==> config.mk <==
export PLATFORM = sky130hd
export DESIGN_NAME = onewire_slave
export DESIGN_NICKNAME = d
export VERILOG_FILES = /design/src/rtl/onewire_slave.sv
export SDC_FILE = /design/constraint.sdc
export NUM_CORES = 1
export LEC_CHECK = 0
export BUFFER_PORTS_ARGS = -buffer_cell sky130_fd_sc_hd__buf_2
export CAP_MARGIN = 20
export CORE_MARGIN = 4
export CORE_UTILIZATION = 30
export DETAILED_ROUTE_END_ITERATION = 6
export PLACE_DENSITY = 0.55
export SYNTH_ARGS = -nofsm -noshare
export SYNTH_HDL_FRONTEND = slang
export SYNTH_SLANG_ARGS = --single-unit
==> constraint.sdc <==
create_clock -name clk -period 5.5 [get_ports clk]
set_input_delay 0.825 -clock clk [delete_from_list [all_inputs] [get_ports clk]]
set_output_delay 0.825 -clock clk [all_outputs]
set_load 0.03 [all_outputs]
==> src/rtl/onewire_slave.sv <==
// onewire_slave: bit-level 1-wire responder with presence reply and
// LSB-first byte receive/transmit over an open-drain line.
module onewire_slave #(
    parameter int CNT_W    = 16,
    parameter int T_SAMPLE = 983,
    parameter int T_HOLD   = 983,
    parameter int T_RST    = 13107,
    parameter int T_PDLY   = 983,
    parameter int T_PRES   = 3932
) (
    input  logic       clk,
    input  logic       rst_n,
    input  logic       owr_i,
    output logic       owr_e,
    output logic       rst_det,
    output logic [7:0] rx_dat,
    output logic       rx_vld,
    input  logic [7:0] tx_dat,
    input  logic       tx_ld,
    output logic       tx_bsy
);
    typedef enum logic [2:0] {
        S_IDLE, S_SLOT, S_RST_WAIT, S_PDLY, S_PRES
    } state_t;

    localparam logic [CNT_W-1:0] C_SAMPLE   = CNT_W'(T_SAMPLE);
    localparam logic [CNT_W-1:0] C_HOLD     = CNT_W'(T_HOLD);
    localparam logic [CNT_W-1:0] C_RST      = CNT_W'(T_RST);
    localparam logic [CNT_W-1:0] C_PDLY_END = CNT_W'(T_PDLY - 1);
    localparam logic [CNT_W-1:0] C_PRES     = CNT_W'(T_PRES);
    // A low pulse shorter than this is noise, not a slot.
    localparam logic [CNT_W-1:0] C_GLITCH   = CNT_W'(T_SAMPLE / 8);

    state_t           r_state, w_nxt;
    logic             r_sync1, r_sync2, r_line_q;
    logic             w_line_s, w_fall, w_rise;
    logic [CNT_W-1:0] r_cnt;
    logic [2:0]       r_bit_cnt;
    logic [7:0]       r_rx_sr, r_tx_sr, w_rx_nxt;
    logic             r_rd_slot, r_drv;
    logic             w_drv0, w_ld_ok, w_sample, w_hold, w_tx_last;
    logic             r_rst_det, r_rx_vld, r_tx_bsy;
    logic [7:0]       r_rx_dat;

    always_ff @(posedge clk or negedge rst_n) begin
        if (!rst_n) begin
            r_sync1  <= 1'b1;
            r_sync2  <= 1'b1;
            r_line_q <= 1'b1;
        end else begin
            r_sync1  <= owr_i;
            r_sync2  <= r_sync1;
            r_line_q <= r_sync2;
        end
    end

    assign w_line_s  = r_sync2;
    assign w_fall    = r_line_q & ~w_line_s;
    assign w_rise    = ~r_line_q & w_line_s;
    assign w_sample  = (r_state == S_SLOT) && (r_cnt == C_SAMPLE);
    assign w_hold    = (r_state == S_SLOT) && (r_cnt == C_HOLD);
    assign w_ld_ok   = tx_ld && (r_state == S_IDLE) && !r_tx_bsy;
    assign w_drv0    = r_tx_bsy ? ~r_tx_sr[r_bit_cnt]
                                : (tx_ld & ~tx_dat[0]);
    // bit_cnt has already advanced at the hold point if hold follows sample
    assign w_tx_last = (T_HOLD > T_SAMPLE) ? (r_bit_cnt == 3'd0)
                                           : (r_bit_cnt == 3'd7);

    always_comb begin
        w_rx_nxt            = r_rx_sr;
        w_rx_nxt[r_bit_cnt] = w_line_s;
    end

    always_ff @(posedge clk or negedge rst_n) begin
        if (!rst_n) r_state <= S_IDLE;
        else        r_state <= w_nxt;
    end

    always_comb begin
        w_nxt = r_state;
        case (r_state)
            S_IDLE: if (w_fall) w_nxt = S_SLOT;
            S_SLOT: begin
                if (w_rise && (r_cnt < C_GLITCH))
                    w_nxt = S_IDLE;
                else if (w_line_s && (r_cnt > C_SAMPLE))
                    w_nxt = S_IDLE;
                else if (!w_line_s && (r_cnt >= C_RST))
                    w_nxt = S_RST_WAIT;
            end
            S_RST_WAIT: if (w_line_s) w_nxt = S_PDLY;
            S_PDLY: if (r_cnt == C_PDLY_END) w_nxt = S_PRES;
            S_PRES: if (r_cnt == C_PRES) w_nxt = S_IDLE;
            default: w_nxt = S_IDLE;
        endcase
    end

    always_comb begin
        owr_e = 1'b0;
        case (r_state)
            S_IDLE:  owr_e = w_fall & w_drv0;
            S_SLOT:  owr_e = r_drv && (r_cnt < C_HOLD);
            S_PRES:  owr_e = (r_cnt < C_PRES);
            default: owr_e = 1'b0;
        endcase
    end

    // Counter is 0 in the falling-edge cycle, so slot timing starts there.
    always_ff @(posedge clk or negedge rst_n) begin
        if (!rst_n) begin
            r_cnt <= '0;
        end else if (r_state == S_IDLE) begin
            r_cnt <= (w_nxt == S_SLOT) ? CNT_W'(1) : '0;
        end else if (w_nxt != r_state && w_nxt != S_RST_WAIT) begin
            r_cnt <= '0;
        end else if (!(&r_cnt)) begin
            r_cnt <= r_cnt + CNT_W'(1);
        end
    end

    always_ff @(posedge clk or negedge rst_n) begin
        if (!rst_n) begin
            r_bit_cnt <= '0;
            r_rx_sr   <= '0;
            r_tx_sr   <= '0;
            r_rx_dat  <= '0;
            r_rd_slot <= 1'b0;
            r_drv     <= 1'b0;
            r_rst_det <= 1'b0;
            r_rx_vld  <= 1'b0;
            r_tx_bsy  <= 1'b0;
        end else begin
            r_rst_det <= 1'b0;
            r_rx_vld  <= 1'b0;
            if (w_ld_ok) begin
                r_tx_sr   <= tx_dat;
                r_tx_bsy  <= 1'b1;
                r_bit_cnt <= '0;
            end
            if (r_state == S_IDLE && w_fall) begin
                r_rd_slot <= r_tx_bsy | tx_ld;
                r_drv     <= w_drv0;
            end
            if (w_sample) begin
                r_bit_cnt <= r_bit_cnt + 3'd1;
                if (!r_rd_slot) begin
                    r_rx_sr <= w_rx_nxt;
                    if (r_bit_cnt == 3'd7) begin
                        r_rx_dat <= w_rx_nxt;
                        r_rx_vld <= 1'b1;
                    end
                end
            end
            if (w_hold && r_rd_slot && w_tx_last)
                r_tx_bsy <= 1'b0;
            if (r_state == S_SLOT && w_nxt == S_RST_WAIT) begin
                r_bit_cnt <= '0;
                r_tx_bsy  <= 1'b0;
            end
            if (r_state == S_RST_WAIT && w_line_s)
                r_rst_det <= 1'b1;
        end
    end

    assign rst_det = r_rst_det;
    assign rx_dat  = r_rx_dat;
    assign rx_vld  = r_rx_vld;
    assign tx_bsy  = r_tx_bsy;
endmodule

[After elaboration in Yosys (flattened, before gate mapping)]
Index checks and enable logic that the tools add are counted.
Widths: inputs -> output; s select.
Cells by class
  add/subtract/negate cells: 2
  order comparisons: 7
  equal/unequal tests: 13
  multiplexer cells: 29
  bitwise logic cells: 10
  reductions and logical operators: 22
Operator list (count)
  $mux 16: 3
  $eq 16x10->1 const B: 2
  $mux 3: 10
  $add 16x1->16 const B: 1
  $eq 16x12->1 const B: 1
  $ge 16x14->1 const B: 1
  $gt 16x10->1 const B: 1
  $lt 16x10->1 const B: 1
  $lt 16x12->1 const B: 1
  $lt 16x7->1 const B: 1
  $reduce_and 16->1: 1
  $pmux 3 s5: 1
  $logic_and 1x1->1: 14
  $mux 1: 11
  $eq 3x2->1 const B: 3
  $bwmux 8: 1
  $eq 3x1->1 const B: 2
  $eq 3x3->1 const B: 2
  $reduce_bool 3->1: 2
  $not 1->1: 5
  $and 1x1->1: 4
  $lt 3x4->1 const B: 1
  $add 3x1->3 const B: 1
  $bmux 1 s3: 1
  other kinds (11): 12
Word-level totals
  bits in registers: 54
  input port bits: 12
  output and inout port bits: 12
  logic and storage cells: 97

[Longest topological paths before layout]
  word-level depth: 10
  depth in mapped cells: 8
  depth with buffers taken out: 6

[Least setup slack after synthesis]
No wires, ideal clock.
  path type: reg-to-output
  start: reg r_bit_cnt[0]
  end: out owr_e
  arrival: 1.700 ns
  slack: 2.975 ns
  cell stages (with the launch flop): 7
  path buffers: 1
  path through: dfrtp_1 clkbuf_1 nor2_1 and2_1 o21ai_0 a41oi_1 o221ai_1
Between the ends
  longest elaborated chain between the ends: 6
Ends and longest elaborated chain
  from (decl): RTL line 38  | logic [2:0] r_bit_cnt;
  from (signal assigned): RTL line 145  | r_bit_cnt <= r_bit_cnt + 3'd1;
  $bmux 1 s3: RTL line 63  | assign w_drv0 = r_tx_bsy ? ~r_tx_sr[r_bit_cnt]
  $mux 1 (implied by the code): RTL line 63
  $not 1->1: RTL line 63
  $mux 1: RTL line 63
  $and 1x1->1: RTL line 101  | S_IDLE: owr_e = w_fall & w_drv0;
  $pmux 1 s3: RTL line 100  | case (r_state)
  to (decl): RTL line 14  | output logic owr_e,
Every way passes these cells. The select of a mux whose other input is x is not followed.

[Worst setup path after layout]
  start: reg r_bit_cnt[1]
  end: out owr_e
The elaborated chain is that of the path after synthesis.

==> flow_metrics.py <==
metrics = {
    "floorplan": {
        "ios": 24,
        "die_x_um": 108.8,
        "core.rowCount": 36,
        "core_area_um2": 9819,
        "start_util_pct": 31.01,
        "dieArea_um2": 11830,
        "die_h_um": 108.8,
    },
    "power_and_ir_drop": {
        "pwr-share-clk_pct": 30.0,
        "combPwrFrac_pct": 14.8,
        "power_leakage_nw": 1.348,
        "p_sw_share_pct": 31.63,
        "ir_drop_uv": 116.7,
        "sequentialPowerShare_pct": 55.2,
        "p_per_area_nw_per_um2": 247.1,
        "p_total_mw": 0.8196,
        "intPower_mw": 0.5604,
        "p_sw_mw": 0.2592,
    },
    "placement": {
        "dpl.cell_count": 442,
        "dp_slack_ns": 2.674,
        "postPlaceCellArea_um2": 3212,
        "dpl.hpwl_um": 4675,
        "port-buffer-count": 23,
        "gp_congestion": 0.8205,
    },
    "synth": {
        "synth_cells": 313,
        "synth-seq-cells": 54,
        "synthArstFlopShare_pct": 100.0,
        "synth-edff-count": 0,
        "synth_flop_cell": "dfrtp_1",
        "synth.yosys.seq_area_share_pct": 44.49,
        "synth_area_um2": 3045,
        "synth_nets": 329,
        "synth.distinct_cells": 59,
        "synth.avg_cell_area_um2": 9.730,
        "synth_warnings": 0,
    },
    "clocking": {
        "cts_resized": 0,
        "clkLatencyLatePin_ns": 0.32,
        "clock-root-buffer": "clkbuf_8",
        "clk_pin_slew_ns": 0.11,
        "cts_hold_buffers": 0,
        "htreeDepth": 2,
        "clock_path_buffers": 2,
        "clock_sinks": 54,
        "post_cts_buffers": 0,
        "cts_tree": "yes",
        "numCtsBuffers": 5,
    },
    "worst_setup_path": {
        "critPathArrivalTime_ns": 2.30,
        "cp_max_fo": 20,
        "end_kind": "primary output",
        "crit_buf_inv": 1,
        "crit_chain": "mux2i_1, o22a_1, a41oi_1, o221ai_1, buf_2",
        "cp_slowest_cell": "dfrtp_1",
        "crit_type": "reg2out",
        "critPathLaunchType": "flop",
        "cpPeakStageDelay_ns": 0.82,
        "crit_family": "flip-flops",
        "cp.required_ns": 4.68,
    },
    "route": {
        "wl_um": 6974,
        "vias": 2375,
        "via_per_inst": 5.266,
        "drtIter0Drc": 151,
        "dr.pass1.iters": 4,
        "avgRoutedWirePerCell_um": 15.46,
        "ant_nets": 0,
        "drc": 0,
    },
    "global_routing": {
        "overflow": 0,
        "antenna_found_initial": 0,
        "grt_pass1_vias": 2322,
        "grt_max_degree": 55,
        "grt_usage_pct": 12.47,
        "grt_pass1_wl_um": 11840,
    },
    "layout": {
        "multi_input_area_um2": 1549,
        "fillCellCount": 1045,
        "seqCellArea_um2": 1355,
        "final_util_pct": 33.78,
        "final_area_um2": 3317,
        "area_growth_pct": 8.915,
        "diodes": 0,
        "final_net_count": 333,
        "drive_above_1_share_pct": 19.18,
        "fin_cells": 451,
    },
    "sta": {
        "final-setup-viol-count": 0,
        "rsz0062_at_grt": "no",
        "worst_pin_slew_ns": 0.9054,
        "final.setup.tns_ns": 0,
        "fin_crit_ns": 3.127,
        "setup_slack_ns": 2.373,
        "fin_skew_ns": 0.01029,
        "relSlewSlack_pct": 39.42,
        "maxSlewViolCount": 0,
        "fmax_mhz": 319.8,
        "hold_viol_final": 0,
        "min_period_over_period_pct": 56.85,
        "timing.hold.ws_ns": 0.3636,
    },
    "run_status": {
        "outcome": "complete, no violations",
    },
    "run": {
        "cap_violations": 0,
    },
    "hold_path": {
        "min_path_type": "reg2reg",
    },
}
-- Yosys cell counts, types with 2 or more instances --
cell type | count | area [um2]
and4_1 | 4 | 35.03
nand3b_1 | 2 | 15.01
nor3b_1 | 3 | 22.52
a31oi_1 | 2 | 12.51
buf_2 | 2 | 10.01
a31o_2 | 2 | 17.52
dfstp_2 | 3 | 78.83
and2_1 | 3 | 18.77
and3_1 | 6 | 37.54
nand2b_1 | 3 | 18.77
nor3_1 | 4 | 20.02
xnor2_1 | 2 | 17.52
nor2_1 | 17 | 63.81
nand2_1 | 27 | 101.4
mux2i_1 | 10 | 100.1
o31ai_1 | 8 | 60.06
buf_6 | 2 | 22.52
dfrtp_1 | 51 | 1276
inv_1 | 4 | 15.01
nand4b_1 | 3 | 26.28
o21ai_0 | 22 | 110.1
nand3_1 | 11 | 55.05
ha_1 | 4 | 50.05
a211oi_1 | 15 | 112.6
nor4_1 | 6 | 37.54
a21o_1 | 2 | 15.01
a21oi_1 | 7 | 35.03
or2_2 | 5 | 31.28
mux2_2 | 12 | 135.1
clkbuf_1 | 23 | 86.33
xor2_1 | 8 | 70.07
nand4_1 | 11 | 68.82
o211ai_1 | 3 | 22.52
-- path summary, 6_finish.rpt --
kind	start	end	slack, ns	cells after the start
min reg2reg	r_sync1	r_sync2	0.36	0
max	r_bit_cnt[1]	owr_e	2.37	5
max in group asynchronous	rst_n	r_state[2]	4.40	2
min in group asynchronous	rst_n	r_cnt[3]	0.62	2
max reg2reg	r_sync2	r_cnt[0]	2.65	5
min	r_sync1	r_sync2	0.36	0
-- flip-flops by register name, indices dropped and copies added (netlist names), 3 cells and up --
signal / flops
r_state: 3
rx_dat: 8
r_tx_sr: 8
r_rx_sr: 8
r_bit_cnt: 3
r_cnt: 16
-- layout make-up --
cell class / instances / area share, %
clock buffer: 5 / 2.075
multi-input combinational: 226 / 46.70
tap: 133 / 5.017
sequential: 54 / 40.85
clock inverter: 3 / 0.8676
inverter: 5 / 0.5658
timing repair buffer: 25 / 3.923
-- power groups by stage --
stage	logic [mW]	clock network [mW]	registers, mW
after floorplan	0.102	0	0.439
after global placement	0.119	0	0.459
after detailed placement	0.121	0	0.460
after CTS	0.121	0.252	0.452
after global routing	0.139	0.268	0.457
final	0.121	0.246	0.452
-- cells in the final DEF (no fill, tap or decap), types with 6 or more instances in the layout --
master	n
and3_1	6
dfrtp_1	51
nor2_1	17
nand4_1	11
mux2i_1	10
nand3_1	11
nor4_1	6
o21ai_0	22
a211oi_1	15
nand2_1	27
xor2_1	8
mux2_2	12
o31ai_1	8
a21oi_1	7
buf_2	23
-- cells by family (layout without fill, tap and decap cells) --
kind of cell	after synthesis	count (layout)	synth area share [%]
AND/OR/NAND/NOR	115	115	21.24
AO/OA/AOI/OAI	75	75	17.38
flip-flops	54	54	44.49
buffers and inverters	33	38	4.642
multiplexers	22	22	7.724
XOR/XNOR	10	10	2.876
adder cells (fa/ha/maj)	4	4	1.643
-- metal layers --
layer | vias to the layer above | global-route usage, % | wire [um] | part of all wire, %
met2 | 36 | 18.89 | 3158 | 45
met1 | 1160 | 18.52 | 3571 | 51
met5 | - | 0 | 0 | 0
met4 | 0 | 3.156 | 61 | 0.87
met3 | 4 | 1.954 | 183 | 2.6
li1 | 1175 | - | - | -
Note: power is estimated with default switching activity, not from simulation.
